--- src/rtl/uart_pkg.sv ---
// UART shared definitions: state encoding, parameter limits, frame-length helper.
// Latency: n/a (types and constants only).
// Backpressure: n/a.
package uart_pkg;

    typedef enum logic [2:0] {
        IDLE   = 3'd0,
        START  = 3'd1,
        DATA   = 3'd2,
        PARITY = 3'd3,
        STOP   = 3'd4
    } uart_state_t;

    localparam int MIN_CLKS_PER_BIT = 2;
    localparam int MIN_DATA_BITS    = 5;
    localparam int MAX_DATA_BITS    = 9;
    localparam int MIN_STOP_BITS    = 1;
    localparam int MAX_STOP_BITS    = 2;

    // Clock cycles one frame occupies the line (tx_busy high time).
    // The minimum start-to-start period is this plus one idle cycle.
    function automatic int frame_clks(input int clks_per_bit, input int data_bits,
                                      input int parity_en, input int stop_bits);
        return (1 + data_bits + parity_en + stop_bits) * clks_per_bit;
    endfunction

endpackage

--- src/rtl/uart_baud_cnt.sv ---
// Per-bit baud counter: counts 0..CLKS_PER_BIT-1 while enabled, tick on the last count.
// Latency: tick is combinational from the count; count wraps to 0 on the tick edge.
// Backpressure: none; clr has priority over en and forces the count to 0.
// Ports: clk, reset (async, active high), clr (sync clear), en (count enable),
//        tick (high in the final cycle of each bit period).
module uart_baud_cnt
    import uart_pkg::*;
#(
    parameter int CLKS_PER_BIT = 16
) (
    input  logic clk,
    input  logic reset,
    input  logic clr,
    input  logic en,
    output logic tick
);

    localparam int CNT_W = (CLKS_PER_BIT > 1) ? $clog2(CLKS_PER_BIT) : 1;
    localparam logic [CNT_W-1:0] CNT_LAST = CNT_W'(CLKS_PER_BIT - 1);

    logic [CNT_W-1:0] cnt;

    assign tick = en && (cnt == CNT_LAST);

    always_ff @(posedge clk or posedge reset) begin
        if (reset) begin
            cnt <= '0;
        end else if (clr) begin
            cnt <= '0;
        end else if (en) begin
            cnt <= tick ? '0 : cnt + CNT_W'(1);
        end
    end

endmodule

--- src/rtl/uart_tx_cfg.sv ---
// Configurable UART transmitter: start bit, DATA_BITS LSB first, optional parity, 1-2 stop bits.
// Latency: tx falls one cycle after an accepted start; frame lasts frame_clks() cycles.
// Backpressure: start is only sampled in IDLE; requests while tx_busy are dropped.
// Ports: clk, reset (async, active high), start, data[DATA_BITS-1:0] in;
//        tx_busy, tx_done (one-cycle pulse), tx (registered serial line, idle high) out.
module uart_tx_cfg
    import uart_pkg::*;
#(
    parameter int CLKS_PER_BIT = 16,
    parameter int DATA_BITS    = 8,
    parameter int PARITY_EN    = 0,
    parameter int PARITY_ODD   = 0,
    parameter int STOP_BITS    = 1
) (
    input  logic                 clk,
    input  logic                 reset,
    input  logic                 start,
    input  logic [DATA_BITS-1:0] data,
    output logic                 tx_busy,
    output logic                 tx_done,
    output logic                 tx
);

    localparam int IDX_MAX = (DATA_BITS > STOP_BITS) ? DATA_BITS : STOP_BITS;
    localparam int IDX_W   = $clog2(IDX_MAX) + 1;
    localparam logic [IDX_W-1:0] LAST_DATA = IDX_W'(DATA_BITS - 1);
    localparam logic [IDX_W-1:0] LAST_STOP = IDX_W'(STOP_BITS - 1);

    generate
        if (CLKS_PER_BIT < MIN_CLKS_PER_BIT ||
            DATA_BITS < MIN_DATA_BITS || DATA_BITS > MAX_DATA_BITS ||
            STOP_BITS < MIN_STOP_BITS || STOP_BITS > MAX_STOP_BITS) begin : g_bad_params
            $error("uart_tx_cfg: illegal CLKS_PER_BIT, DATA_BITS or STOP_BITS");
        end
    endgenerate

    uart_state_t          state, state_nx;
    logic [DATA_BITS-1:0] shreg, shreg_nx;
    logic [IDX_W-1:0]     bit_idx, bit_idx_nx;
    logic                 par_bit, par_bit_nx;
    logic                 tx_nx, done_nx;
    logic                 baud_clr, baud_en, tick;

    // Counter only runs inside a frame; acceptance clears it so the start
    // bit gets a full period regardless of where the last frame left it.
    assign baud_en = (state != IDLE);

    uart_baud_cnt #(
        .CLKS_PER_BIT (CLKS_PER_BIT)
    ) u_baud (
        .clk   (clk),
        .reset (reset),
        .clr   (baud_clr),
        .en    (baud_en),
        .tick  (tick)
    );

    always_ff @(posedge clk or posedge reset) begin
        if (reset) begin
            state   <= IDLE;
            shreg   <= '0;
            bit_idx <= '0;
            par_bit <= 1'b0;
            tx      <= 1'b1;
            tx_busy <= 1'b0;
            tx_done <= 1'b0;
        end else begin
            state   <= state_nx;
            shreg   <= shreg_nx;
            bit_idx <= bit_idx_nx;
            par_bit <= par_bit_nx;
            tx      <= tx_nx;
            tx_busy <= (state_nx != IDLE);
            tx_done <= done_nx;
        end
    end

    always_comb begin
        state_nx   = state;
        shreg_nx   = shreg;
        bit_idx_nx = bit_idx;
        par_bit_nx = par_bit;
        baud_clr   = 1'b0;
        done_nx    = 1'b0;

        case (state)
            IDLE: begin
                if (start) begin
                    state_nx   = START;
                    shreg_nx   = data;
                    bit_idx_nx = '0;
                    // Parity is fixed at capture so the shifting register
                    // never needs to be re-read.
                    par_bit_nx = (^data) ^ 1'(PARITY_ODD);
                    baud_clr   = 1'b1;
                end
            end
            START: begin
                if (tick) state_nx = DATA;
            end
            DATA: begin
                if (tick) begin
                    shreg_nx = shreg >> 1;
                    if (bit_idx == LAST_DATA) begin
                        bit_idx_nx = '0;
                        state_nx   = (PARITY_EN != 0) ? PARITY : STOP;
                    end else begin
                        bit_idx_nx = bit_idx + IDX_W'(1);
                    end
                end
            end
            PARITY: begin
                if (tick) state_nx = STOP;
            end
            STOP: begin
                if (tick) begin
                    if (bit_idx == LAST_STOP) begin
                        bit_idx_nx = '0;
                        state_nx   = IDLE;
                        done_nx    = 1'b1;
                    end else begin
                        bit_idx_nx = bit_idx + IDX_W'(1);
                    end
                end
            end
            default: state_nx = IDLE;
        endcase

        // tx is registered from the next-state view so the line changes on
        // the same edge as the state, with no combinational path to the pin.
        case (state_nx)
            START:   tx_nx = 1'b0;
            DATA:    tx_nx = shreg_nx[0];
            PARITY:  tx_nx = par_bit_nx;
            default: tx_nx = 1'b1;
        endcase
    end

endmodule
--- config.mk ---
export PLATFORM = sky130hd
export DESIGN_NAME = uart_tx_cfg
export DESIGN_NICKNAME = d
export VERILOG_FILES = /design/src/rtl/uart_pkg.sv /design/src/rtl/uart_baud_cnt.sv /design/src/rtl/uart_tx_cfg.sv
export SDC_FILE = /design/constraint.sdc
export NUM_CORES = 1
export LEC_CHECK = 0
export CAP_MARGIN = 15
export CELL_PAD_IN_SITES_DETAIL_PLACEMENT = 1
export CELL_PAD_IN_SITES_GLOBAL_PLACEMENT = 1
export CORE_ASPECT_RATIO = 1.2
export CORE_MARGIN = 2
export CORE_UTILIZATION = 35
export CTS_CLUSTER_DIAMETER = 30
export DETAILED_ROUTE_END_ITERATION = 10
export HOLD_SLACK_MARGIN = 0.02
export PLACE_DENSITY = 0.73
export SETUP_SLACK_MARGIN = 0.2
export SYNTH_ARGS = -nofsm -noshare
export SYNTH_HDL_FRONTEND = slang
export SYNTH_SLANG_ARGS = --single-unit
--- constraint.sdc ---
create_clock -name clk -period 1.5 [get_ports clk]
set_input_delay 0.3 -clock clk [delete_from_list [all_inputs] [get_ports clk]]
set_output_delay 0.3 -clock clk [all_outputs]
set_load 0.01 [all_outputs]
==> results.md <==
- CP Data Arrival Time: between 1500 and 2000 ps
- Total track usage: 19.17%
- Synth area leaders: dfrtp_1, nand2_1, xnor2_1, a22oi_1, ha_1
- Routed wire length: around 3.6 mm
- Area Growth Syn to Fin: 53.29%
- Number of buffers inserted by hold repair at cts: 0
- Vias in the first global route: between 1000 and 1500
- Yosys top cell by area: dfrtp_1
- Async set or reset register ratio after synthesis: 100.0%
- # fillers: 370
- Yosys reg bits: 23
- Commonest register cell after synthesis: dfrtp_1
- VDD IR max: around 0.97 mV
- CP Launch Type: register
- Synth top area share: a little under half
- Later-pin clock latency in the skew report: 260 ps
- Fin worst setup slack: -117.6 ps
- Fin nets: ~190
- First-pass GRT wire length: around 5.7 mm
- TritonCTS clock tree: yes
- Most common cell in the synthesized netlist: nand2_1
- Initial core utilization: between 30% and 40%
- TritonCTS Sinks: 23
- Fin Clk Skew: approximately 4.4 ps
- Final worst path period share: 107.8%
- CTS Root Cell: clkbuf_8
- Port buffer count: 13
- Setup-failing EPs final: 9
- Die W: a little under 60 um
- Share of layout cells above drive strength 1: 43.68%
- RSZ-0062 raised after global routing: yes
- Relative slew slack: roughly 75%
- Synth Instances: approximately 130
- Final min period: 1618 ps
- Internal reg-to-reg setup slack: -120 ps
- Setup TNS: -373.5 ps
- Pin count of the biggest net entering global routing: 24
- Core ar.: around 0.0033 sq mm
- Worst-path clk slew: roughly 80 ps
- Slowest cell on the critical path: dfrtp_2
- Yosys cell types: 39
- Register area share after synthesis: 47.33%
- Hold/Removal Path Class: in -> async
- GRT Max-Usage Layer: met2
- Netlist Area Pre-Place: approximately 0.0012 sq mm
- Die area: a little under 0.004 sq mm
- Remaining global-route overflow: 0
- GR Util met3: under 10%
- DRT antenna net count: 0
- I/O pins: 14
- DR iter-0 viols: 21
- Outcome: complete, but fails checks
- Cts bufs inserted: 3
- M1 GR Usage: between 20% and 30%
- Failing checks: negative setup slack
- M2 GR Usage: a little under two fifths
- Crit Path Class: reg -> reg
- Rows: 23
- Hold_ws: around 380 ps
- Antenna diodes: 0
- CP Capture Type: register
- Number of H-tree levels: 1
- Wire per inst: 16.87 um
- Vias per cell: 5.265
- Yosys warning total: 0
- CP max FO: 6
- Initial antenna violation count: 0
- Final Hold Viols: 0
- First-pass detailed-route iteration total: 4
- Cell Pwr Density: 1720 mW/mm^2
- Bufs on Longest Clock Path: 2
- Final slew viol count: 0
- Slew @ Worst Pin: ~370 ps
- Post-synth EDFFs: 0
- Detailed placement HPWL: ~2.6 mm
- Die height: slightly below 70 um
- RD Place Congestion: 0.8021
- Critical path, cell by cell: nor4b_4, buf_4, a21oi_2, a221o_1, o21ai_2, o31ai_2
- Fmax: ~0.62 GHz
- Mapped Nets: between 100 and 150
- LEAKAGE: about 0.83 nW
- Post-synthesis average cell area: 9.672 sq um
- Vias: between 1000 and 1500
- Max-cap viol count: 0
- Top cells by count, synth: nand2_1, dfrtp_1, o21ai_0, xnor2_1
- Delay of the slowest critical-path stage: 480 ps
- Worst Path Required: between 1500 and 2000 ps
- DRC errors left: 0
-- power breakdown --
group | switching (W) | internal (W) | leakage (nW)
registers | 0.000264 | 0.000889 | 0.281
clock network | 0.000200 | 0.000185 | 0.0255
logic | 0.000821 | 0.000854 | 0.521
total | 0.00128 | 0.00193 | 0.828
-- layout by cell type (no fill, tap or decap), types with 5 or more instances in the layout --
master	count
o21ai_1	5
clkdlybuf4s50_1	10
buf_4	27
buf_6	7
inv_1	6
nand2_1	21
dfrtp_1	19
a22oi_2	6
xnor2_1	7
-- cells by family after synthesis --
kind of cell	after synthesis	share of synthesized area (%)
flip-flops	23	47.33
AND/OR/NAND/NOR	47	20.64
adder cells (fa/ha/maj)	3	3.080
AO/OA/AOI/OAI	33	19.40
buffers and inverters	13	4.517
XOR/XNOR	7	5.031
-- routing by layer --
layer | routed length [um] | vias to the layer above
li1 | - | 539
met1 | 1440 | 561
met2 | 2037 | 9
met3 | 56 | 2
met4 | 24 | 0
met5 | 0 | -
-- area by class of cell --
type | count | area [sq um] | share of cell area [%]
Clock buffer | 3 | 41.29 | 2.210
Clock inverter | 1 | 5.005 | 0.2679
Inverter | 10 | 37.54 | 2.009
Multi-Input combinational cell | 90 | 753.2 | 40.32
Sequential cell | 23 | 580.6 | 31.08
Tap cell | 37 | 46.29 | 2.478
Timing Repair Buffer | 47 | 404.1 | 21.63
-- path summary, 6_finish.rpt --
path | start | endpoint | cells after the start
setup reg to reg | state[2] | tx | 6
min in group clk | shreg[1] | shreg[1] | 2
setup / recovery | state[2] | tx | 6
max in group asynchronous | reset | tx | 3
hold / removal | reset | u_baud.cnt[1] | 3
hold reg to reg | shreg[1] | shreg[1] | 2
-- worst max-delay path, delay by kind of cell, from the launching register on --
family | cells | cell delay [ps]
AOI/OAI and AO/OA | 4 | 600
buffers and inverters | 1 | 180
DFF | 1 | 480
and+or+nand+nor | 1 | 270
-- metrics by stage --
step | setup WS (ps) | cell area (sq um) | utilization, % | instances | total power (W)
6_report | -117.6 | 1868 | 55.96 | 211 | 0.003213
5_1_grt | -187.1 | 1868 | 55.96 | 211 | 0.003484
4_1_cts | -131.5 | 1765 | 52.89 | 208 | 0.003016
3_5_place_dp | -328.5 | 1592 | 47.68 | 200 | 0.002433
3_3_place_gp | -262.3 | 1592 | 47.68 | 200 | 0.002297
2_1_floorplan | -95.16 | 1234 | - | 126 | 0.001784
-- timing repair --
item / in CTS / in global routing
gates resized for setup: 27 / 24
setup endpoints to repair: 25 / 22
setup buffers: 4 / 3
pin swaps: 13 / 14
-- flip-flops by register name, summed over array words and instances (netlist names) --
name / flops
u_baud.cnt: 4
tx_busy: 1
state: 3
par_bit: 1
tx_done: 1
bit_idx: 4
tx: 1
shreg: 8
No activity file was read; power rests on OpenSTA's default activity.
